--- config.mk ---
export PLATFORM = sky130hd
export DESIGN_NAME = lfu_replacement_ctrl_flat
export DESIGN_NICKNAME = d
export VERILOG_FILES = /design/src/rtl/lfu_replacement_ctrl_if.sv /design/src/rtl/lfu_replacement_ctrl.sv /design/src/flat_wrapper.sv
export SDC_FILE = /design/constraint.sdc
export NUM_CORES = 1
export LEC_CHECK = 0
export BUFFER_PORTS_ARGS = -buffer_cell sky130_fd_sc_hd__buf_2
export CORE_MARGIN = 8
export CORE_UTILIZATION = 35
export CTS_CLUSTER_SIZE = 28
export DETAILED_ROUTE_END_ITERATION = 12
export PLACE_DENSITY_LB_ADDON = 0.25
export SYNTH_ARGS = -nofsm -noshare
export SYNTH_HDL_FRONTEND = slang
export SYNTH_SLANG_ARGS = --single-unit
--- constraint.sdc ---
create_clock -name clk -period 4.8 [get_ports clk]
set_input_delay 0 -clock clk [delete_from_list [all_inputs] [get_ports clk]]
set_output_delay 0 -clock clk [all_outputs]
set_load 0.02 [all_outputs]
--- src/rtl/lfu_replacement_ctrl_if.sv ---
// lfu_replacement_ctrl_if: access-report handshake and completion response between cache FSM and LFU controller
interface lfu_replacement_ctrl_if #(
  parameter int bitsDirect = 10
);
  logic                  req_valid;
  logic                  req_ready;
  logic [bitsDirect-1:0] req_address;
  logic                  req_hit;
  logic [3:0]            req_hit_way;
  logic                  flush;
  logic                  done;
  logic                  resp_miss;
  logic [3:0]            victim_way;
  modport master (
    output req_valid, req_address, req_hit, req_hit_way, flush,
    input  req_ready, done, resp_miss, victim_way
  );
  modport slave (
    input  req_valid, req_address, req_hit, req_hit_way, flush,
    output req_ready, done, resp_miss, victim_way
  );
endinterface

--- src/rtl/lfu_replacement_ctrl.sv ---
// lfu_replacement_ctrl: sequences read/increment/victim-clear of a 4-way LFU counter bank
module lfu_replacement_ctrl #(
  parameter int bitsDirect  = 10,
  parameter int sizeCounter = 4
) (
  input  logic                   clk,
  input  logic                   reset,
  lfu_replacement_ctrl_if.slave  bus,
  output logic                   cnt_enable_o,
  output logic [3:0]             cnt_line_reset_o,
  output logic [3:0]             cnt_line_sum_o,
  output logic [bitsDirect-1:0]  cnt_address_o,
  output logic                   cnt_read_o,
  output logic                   cnt_gen_reset_o,
  input  logic [sizeCounter-1:0] count_in0_i,
  input  logic [sizeCounter-1:0] count_in1_i,
  input  logic [sizeCounter-1:0] count_in2_i,
  input  logic [sizeCounter-1:0] count_in3_i
);
  typedef enum logic [2:0] {S_INIT, S_IDLE, S_FLUSH, S_READ, S_WAIT, S_UPDATE, S_RESP} state_t;
  state_t                  state_q;
  logic                    ready_q, done_q, resp_miss_q, en_q, read_q, gen_q, miss_q;
  logic [3:0]              victim_way_q, line_reset_q, line_sum_q, way_q, touched_q;
  logic [bitsDirect-1:0]   addr_q;
  logic [3:0]              way_d, victim_d;
  logic [sizeCounter-1:0]  hit_cnt_d, v01_d, v23_d;
  logic                    lo01_d, lo23_d, sat_d;
  // Hit-way normalisation, saturation test and min-count victim search (ties to lower index)
  always_comb begin
    way_d     = bus.req_hit_way & (~bus.req_hit_way + 4'd1);
    hit_cnt_d = ({sizeCounter{way_q[0]}} & count_in0_i) | ({sizeCounter{way_q[1]}} & count_in1_i)
              | ({sizeCounter{way_q[2]}} & count_in2_i) | ({sizeCounter{way_q[3]}} & count_in3_i);
    sat_d     = &hit_cnt_d;
    lo01_d    = count_in1_i < count_in0_i;
    lo23_d    = count_in3_i < count_in2_i;
    v01_d     = lo01_d ? count_in1_i : count_in0_i;
    v23_d     = lo23_d ? count_in3_i : count_in2_i;
    victim_d  = (v23_d < v01_d) ? (lo23_d ? 4'b1000 : 4'b0100) : (lo01_d ? 4'b0010 : 4'b0001);
  end
  // Controller FSM; every output is registered for the state being entered
  always_ff @(posedge clk) begin
    if (reset) begin
      state_q      <= S_INIT;
      ready_q      <= 1'b0;
      done_q       <= 1'b0;
      resp_miss_q  <= 1'b0;
      victim_way_q <= '0;
      en_q         <= 1'b0;
      line_reset_q <= '0;
      line_sum_q   <= '0;
      addr_q       <= '0;
      read_q       <= 1'b0;
      gen_q        <= 1'b1;
      miss_q       <= 1'b0;
      way_q        <= '0;
      touched_q    <= '0;
    end else begin
      case (state_q)
        S_INIT, S_FLUSH: begin
          state_q <= S_IDLE;
          gen_q   <= 1'b0;
          ready_q <= 1'b1;
        end
        S_IDLE: begin
          if (bus.flush) begin
            state_q <= S_FLUSH;
            ready_q <= 1'b0;
            gen_q   <= 1'b1;
          end else if (bus.req_valid) begin
            state_q <= S_READ;
            ready_q <= 1'b0;
            read_q  <= 1'b1;
            addr_q  <= bus.req_address;
            way_q   <= way_d;
            miss_q  <= ~(bus.req_hit & |bus.req_hit_way);
          end
        end
        S_READ: begin
          state_q <= S_WAIT;
          read_q  <= 1'b0;
        end
        S_WAIT: begin
          state_q      <= S_UPDATE;
          en_q         <= miss_q | ~sat_d;
          line_reset_q <= miss_q ? victim_d : 4'b0000;
          line_sum_q   <= (miss_q | sat_d) ? 4'b0000 : way_q;
          touched_q    <= miss_q ? victim_d : way_q;
        end
        S_UPDATE: begin
          state_q      <= S_RESP;
          en_q         <= 1'b0;
          line_reset_q <= '0;
          line_sum_q   <= '0;
          addr_q       <= '0;
          done_q       <= 1'b1;
          resp_miss_q  <= miss_q;
          victim_way_q <= touched_q;
        end
        S_RESP: begin
          state_q <= S_IDLE;
          done_q  <= 1'b0;
          ready_q <= 1'b1;
        end
        default: state_q <= S_INIT;
      endcase
    end
  end
  assign bus.req_ready     = ready_q & ~reset;
  assign bus.done          = done_q & ~reset;
  assign bus.resp_miss     = resp_miss_q & ~reset;
  assign bus.victim_way    = reset ? 4'b0000 : victim_way_q;
  assign cnt_enable_o      = en_q & ~reset;
  assign cnt_line_reset_o  = reset ? 4'b0000 : line_reset_q;
  assign cnt_line_sum_o    = reset ? 4'b0000 : line_sum_q;
  assign cnt_address_o     = reset ? '0 : addr_q;
  assign cnt_read_o        = read_q & ~reset;
  assign cnt_gen_reset_o   = gen_q | reset;
endmodule

--- src/flat_wrapper.sv ---
// flat-port wrapper written by rule: the top's interface ports become plain ports
module lfu_replacement_ctrl_flat 
#(
  parameter int bitsDirect  = 10,
  parameter int sizeCounter = 4
)
  (clk, reset, cnt_enable_o, cnt_line_reset_o, cnt_line_sum_o, cnt_address_o, cnt_read_o, cnt_gen_reset_o, count_in0_i, count_in1_i, count_in2_i, count_in3_i, bus_req_valid, bus_req_address, bus_req_hit, bus_req_hit_way, bus_flush, bus_req_ready, bus_done, bus_resp_miss, bus_victim_way);
  lfu_replacement_ctrl_if #(.bitsDirect(bitsDirect)) bus_i ();
  input  logic clk;
  input  logic reset;
  output logic cnt_enable_o;
  output logic [3:0] cnt_line_reset_o;
  output logic [3:0] cnt_line_sum_o;
  output logic [bitsDirect-1:0] cnt_address_o;
  output logic cnt_read_o;
  output logic cnt_gen_reset_o;
  input  logic [sizeCounter-1:0] count_in0_i;
  input  logic [sizeCounter-1:0] count_in1_i;
  input  logic [sizeCounter-1:0] count_in2_i;
  input  logic [sizeCounter-1:0] count_in3_i;
  input wire logic [$bits(bus_i.req_valid)-1:0] bus_req_valid;
  input wire logic [$bits(bus_i.req_address)-1:0] bus_req_address;
  input wire logic [$bits(bus_i.req_hit)-1:0] bus_req_hit;
  input wire logic [$bits(bus_i.req_hit_way)-1:0] bus_req_hit_way;
  input wire logic [$bits(bus_i.flush)-1:0] bus_flush;
  output wire logic [$bits(bus_i.req_ready)-1:0] bus_req_ready;
  output wire logic [$bits(bus_i.done)-1:0] bus_done;
  output wire logic [$bits(bus_i.resp_miss)-1:0] bus_resp_miss;
  output wire logic [$bits(bus_i.victim_way)-1:0] bus_victim_way;
  assign bus_i.req_valid = bus_req_valid;
  assign bus_i.req_address = bus_req_address;
  assign bus_i.req_hit = bus_req_hit;
  assign bus_i.req_hit_way = bus_req_hit_way;
  assign bus_i.flush = bus_flush;
  assign bus_req_ready = bus_i.req_ready;
  assign bus_done = bus_i.done;
  assign bus_resp_miss = bus_i.resp_miss;
  assign bus_victim_way = bus_i.victim_way;
  lfu_replacement_ctrl #(.bitsDirect(bitsDirect), .sizeCounter(sizeCounter)) u_core (.clk(clk), .reset(reset), .bus(bus_i), .cnt_enable_o(cnt_enable_o), .cnt_line_reset_o(cnt_line_reset_o), .cnt_line_sum_o(cnt_line_sum_o), .cnt_address_o(cnt_address_o), .cnt_read_o(cnt_read_o), .cnt_gen_reset_o(cnt_gen_reset_o), .count_in0_i(count_in0_i), .count_in1_i(count_in1_i), .count_in2_i(count_in2_i), .count_in3_i(count_in3_i));
endmodule
# [After elaboration in Yosys (flattened, before gate mapping)]
# Index checks and enable logic that the tools add are counted.
[op_classes] add_sub_neg=1 n_mul=0 div=0 magnitude_cmp=3 eq_ne=10 shift=0 muxes=30 n_bitwise=22 n_reduce_logical=16
[ops] operator="$mux 4" n=10
[ops] operator="$mux 10" n=3
[ops] operator="$and 4x4->4" n=5
[ops] operator="$pmux 10 s2" n=1
[ops] operator="$pmux 4 s2" n=2
[ops] operator="$pmux 3 s5" n=1
[ops] operator="$lt 4x4->1" n=3
[ops] operator="$or 4x4->4" n=3
[ops] operator="$reduce_bool 2->1" n=6
[ops] operator="$pmux 1 s2" n=5
[ops] operator="$eq 3x3->1 const B" n=3
[ops] operator="$reduce_and 3->1" n=3
[ops] operator="$and 1x1->1" n=6
[ops] operator="$eq 3x2->1 const B" n=2
[ops] operator="$mux 3" n=2
[ops] operator="$ne 2x2->1 const B" n=3
[ops] operator="$mux 1" n=5
[ops] operator="$add 4x1->4 const B" n=1
[ops] operator="$not 1->1" n=4
[ops] operator="$not 4->4" n=1
[ops] operator="$reduce_and 2->1" n=2
[ops] operator="$reduce_and 4->1" n=1
[ops] operator="$reduce_or 4->1" n=1
[ops] operator="$eq 3x1->1 const B" n=1
[ops] operator="6 further kinds" n=8
[word_totals] regBits=40 latch_bits=0 ramBits=0 mem_bits_ro=0 out_inout_bits=28 wordCells=96 n_memories=0

# [Logic depth before layout (Yosys ltp)]
[logic_depth] ltp_word=8 ltp_mapped=11 depth_no_buf=11

# [Worst setup path before layout]
# Ideal clock, no wire load.
[synth_path] path_kind="input to register" start="input count_in0_i[1]" end="register u_core.line_reset_q[0]" arrival_ps=2005 required_ps=4683 path_slack_ps=2677 path_stages=10 n_path_buf=0 cell_sequence="inv_1 ha_1 a2111oi_0 nor3_1 mux2i_1 ha_1 a21o_1 a21oi_1 o21ai_1 a32o_1"
[synth_via] elab_chain_cells=6 word_cells_on_any_way=7
[synth_lines] element="from (decl)" line="flat_wrapper.sv:17" rtl="input logic [sizeCounter-1:0] count_in0_i;"
[synth_lines] element="$lt 4x4->1" line="lfu_replacement_ctrl.sv:34" rtl="lo01_d = count_in1_i < count_in0_i;"
[synth_lines] element="$mux 4" line="lfu_replacement_ctrl.sv:36" rtl="v01_d = lo01_d ? count_in1_i : count_in0_i;"
[synth_lines] element="$lt 4x4->1" line="lfu_replacement_ctrl.sv:38" rtl="victim_d = (v23_d < v01_d) ? (lo23_d ? 4'b1000 : 4'b0100) : (lo01_d ? 4'b0010 : 4'b0001);"
[synth_lines] element="$mux 4 *" line="lfu_replacement_ctrl.sv:38"
[synth_lines] element="$mux 4 *" line="lfu_replacement_ctrl.sv:85" rtl="line_reset_q <= miss_q ? victim_d : 4'b0000;"
[synth_lines] element="$pmux 4 s2 *" line="lfu_replacement_ctrl.sv:58" rtl="case (state_q)"
[synth_lines] element="to (signal assigned)" line="lfu_replacement_ctrl.sv:85"
[synth_lines] element="to (decl)" line="lfu_replacement_ctrl.sv:23" rtl="logic [3:0] victim_way_q, line_reset_q, line_sum_q, way_q, touched_q;"
# Every way passes the cells marked *; elsewhere a longest branch is shown, timed or not.
# A chain may end at the register's enable or synchronous reset.

# [Final worst setup path]
# Ends and elaborated chain as after synthesis.

==> metrics.md <==
| Metric | Value |
|---|---|
| Initial Utilization | 35.8% |
| Top_reg_cell synth | dfxtp_1 |
| Sequential area share after synthesis | 38.2% |
| Top cells by area, synth | dfxtp_1 (38%), nor2b_1 (7.8%), a22o_1 (7.1%) |
| R2R depth | 4 |
| WHS Path Cells | 3 |
| Cell Area, Synth | 2090 um2 |
| Crit Path Category | in2reg |
| Synthesized area per cell | 8.99 um2 |
| Netlist cell types | 48 |
| Fin cells | approximately 380 |
| Worst setup path start | count_in0_i[1] |
| Leading area contributor after synthesis | dfxtp_1 |
| Slew headroom | 41.8% |
| Die area | 8720 um2 |
| Hold Path End | u_core.gen_q |
| Ports | 63 |
| Nets | 347 |
| Root Buffer | clkbuf_8 |
| Worst-skew pair later-pin latency | between 0.2 and 0.3 ns |
| CTS H-tree lvls | 2 |
| Total wire length | 5270 um |
| Critical Path Start Type | input pin |
| Initial DRC count | around 110 |
| Final period utilization | 46.6% |
| Min-Delay Path Class | in2reg |
| Final setup viols | 0 |
| Vias per std cell | between 4 and 5 |
| Crit path time final | 2.24 ns |
| Row count | 28 |
| Global-route wire length before repair | 8460 um |
| Endpoints failing hold | 0 |
| Synth-to-layout area growth | 26.2% |
| # port buffers | between 60 and 70 |
| Skew final | 0.00460 ns |
| Fmax | 447 MHz |
| Clock Path Buffers | 2 |
| EDFF count, synth | 0 |
| Crit path DAT | between 2 and 2.5 ns |
| Worst vdd ir | 106 uV |
| Fin worst setup slack | 2.56 ns |
| P_leak | 1.19 nW |
| Sink Count | 40 |
| Fin. max-slew vios | 0 |
| Die span in x | just over 90 um |
| Post-route setup TNS | 0 ns |
| YS warnings | 0 |
| Mapped Nets | 279 |
| Commonest non-fill, non-tap cell in the layout | buf_2 |
| TritonCTS Buffers | 5 |
| # fillers | between 500 and 600 |
| Initial antenna violation count | 0 |
| Antenna Violating Nets Remaining | 0 |
| Status | complete, no violations |
| Worst Max-Slew Pin Slew | 0.873 ns |
| Power Total | approximately 720 uW |
| Cell Pwr Density | 274 nW/um2 |
| Max-cap viol count | 0 |
| Pin count of the biggest net entering global routing | 50 |
| Reg2reg start | u_core.state_q[0] |
| Synth top area share | 38.2% |
| Place WS | 2.26 ns |
| Core Footprint | a little under 6000 um2 |
| Cells after Synth | roughly 230 |
| Remaining global-route overflow | 0 |
| Hpwl dp | 3930 um |
| Crit end category | flip-flop |
| RSZ-0062 raised after global routing | false |
| Vias in the first global route | between 1500 and 2000 |
| DR vias | 1866 |
| Die height | 93.4 um |
| GRT Resource Usage Total | 11.9% |
| Share of layout cells above drive strength 1 | 25.5% |
| Synth Register Bits | 40 |
| GPL Wtd Cong | ~0.85 |
| Hold slack | about 0.028 ns |
| WP data required | between 4 and 5 ns |
| WL/cell | about 14 um |
| Antenna diodes | 0 |
| Placed cells | between 300 and 400 |
| Most frequent cells in the layout | buf_2 (62), dfxtp_1 (40), nor2b_1 (26), nor2_1 (20), a22o_1 (17) |
| CTS tree | yes |
| Post-synth ARST share | 0% |
| Critical R2R Capture | u_core.addr_q[8] |
| Clk pin slew, worst setup/hold paths | 0.08 ns |
| R2r setup slk | 2.75 ns |
| Hold path startpoint | bus_flush |
| Remaining DRCs | 0 |
| Drt pass-1 iters | 4 |
| Post-CTS setup buffers | 0 |
| Max Fanout on Critical Path | 8 |
-- report_power, final --
group | switching, mW | total (mW) | leakage [nW] | internal (mW)
Combinational | 0.0608 | 0.111 | 0.807 | 0.0503
Sequential | 0.00640 | 0.346 | 0.324 | 0.340
Clock | 0.112 | 0.266 | 0.0552 | 0.154
Total | 0.179 | 0.723 | 1.19 | 0.545
-- critical path, stage by stage --
cell and delay, ns:
buf_2 0.10, inv_1 0.04, ha_1 0.29, a2111oi_0 0.09, nor3_1 0.56, mux2i_1 0.26, ha_1 0.26, a21o_1 0.16
a21oi_1 0.14, o21ai_1 0.21, a32o_1 0.32
-- how the worst max path moves through the flow --
stage          slack, ns                endpoint  depth (start not counted)
6_report            2.56  u_core.line_reset_q[0]                         11
5_1_grt             2.40     u_core.touched_q[2]                         10
4_1_cts             2.57  u_core.line_reset_q[0]                         11
3_5_place_dp        2.26  u_core.line_reset_q[0]                         11
3_3_place_gp        2.34  u_core.line_reset_q[0]                         11
2_1_floorplan       2.68  u_core.line_reset_q[0]                         10
-- cells by family after synthesis --
group           count (synthesis)  share of synthesized area [%]
buf+inv                        20                           4.90
simple gates                   91                           25.3
flops                          40                           38.2
mux                             3                           1.43
compound gates                 68                           23.5
fa+ha+maj                      11                           6.57
-- layout make-up --
type	instances	area [um2]	share of cell area, %
clock buffer	6	72.6	2.74
clock inverter	2	35.0	1.33
inverter	8	30.0	1.14
multi-input combinational	173	1190	45.1
sequential	40	801	30.3
tap	75	93.8	3.55
timing repair buffer	73	420	15.9
-- what timing repair did --
item / CTS / global route
hold buffers: 11 / 0
resized for setup: 0 / 0
endpoints found under the hold margin: 11 / 0
-- per-stage QoR --
stage	area, um2	util [%]
3_5_place_dp	2430	41.5
2_1_floorplan	2090	-
3_3_place_gp	2430	41.5
5_1_grt	2640	45.2
4_1_cts	2640	45.2
6_report	2640	45.2
-- sequential cells by signal, indices dropped and copies added, names as in the netlist, 3 cells and up --
| signal | cells |
|---|---|
| u_core.victim_way_q | 4 |
| u_core.touched_q | 4 |
| u_core.way_q | 4 |
| u_core.state_q | 3 |
| u_core.line_sum_q | 4 |
| u_core.line_reset_q | 4 |
| u_core.addr_q | 10 |
-- layer usage --
metal	part of all wire [%]	GRT usage, %	vias up
met5	0	0	-
met1	49	14.7	829
met2	44	19.1	50
met3	5.8	3.13	4
met4	0.91	5.23	0
li1	-	-	983
-- cell usage after synthesis, types with 2 or more instances --
| master | count |
|---|---|
| a221oi_1 | 5 |
| inv_1 | 8 |
| buf_4 | 2 |
| a21oi_1 | 15 |
| ha_1 | 11 |
| nand3_1 | 4 |
| dfxtp_1 | 40 |
| clkbuf_1 | 5 |
| o22ai_1 | 2 |
| nor3_1 | 5 |
| or3_1 | 2 |
| nand2b_1 | 4 |
| nor2_1 | 20 |
| nor3b_1 | 6 |
| buf_2 | 2 |
| nor2b_1 | 26 |
| o21ai_0 | 8 |
| nand2_1 | 12 |
| o22a_1 | 5 |
| mux2i_1 | 3 |
| a22o_1 | 17 |
| and2b_2 | 2 |
| a211oi_1 | 3 |
| a2111oi_0 | 2 |
Power figures use the tool's default switching activity.
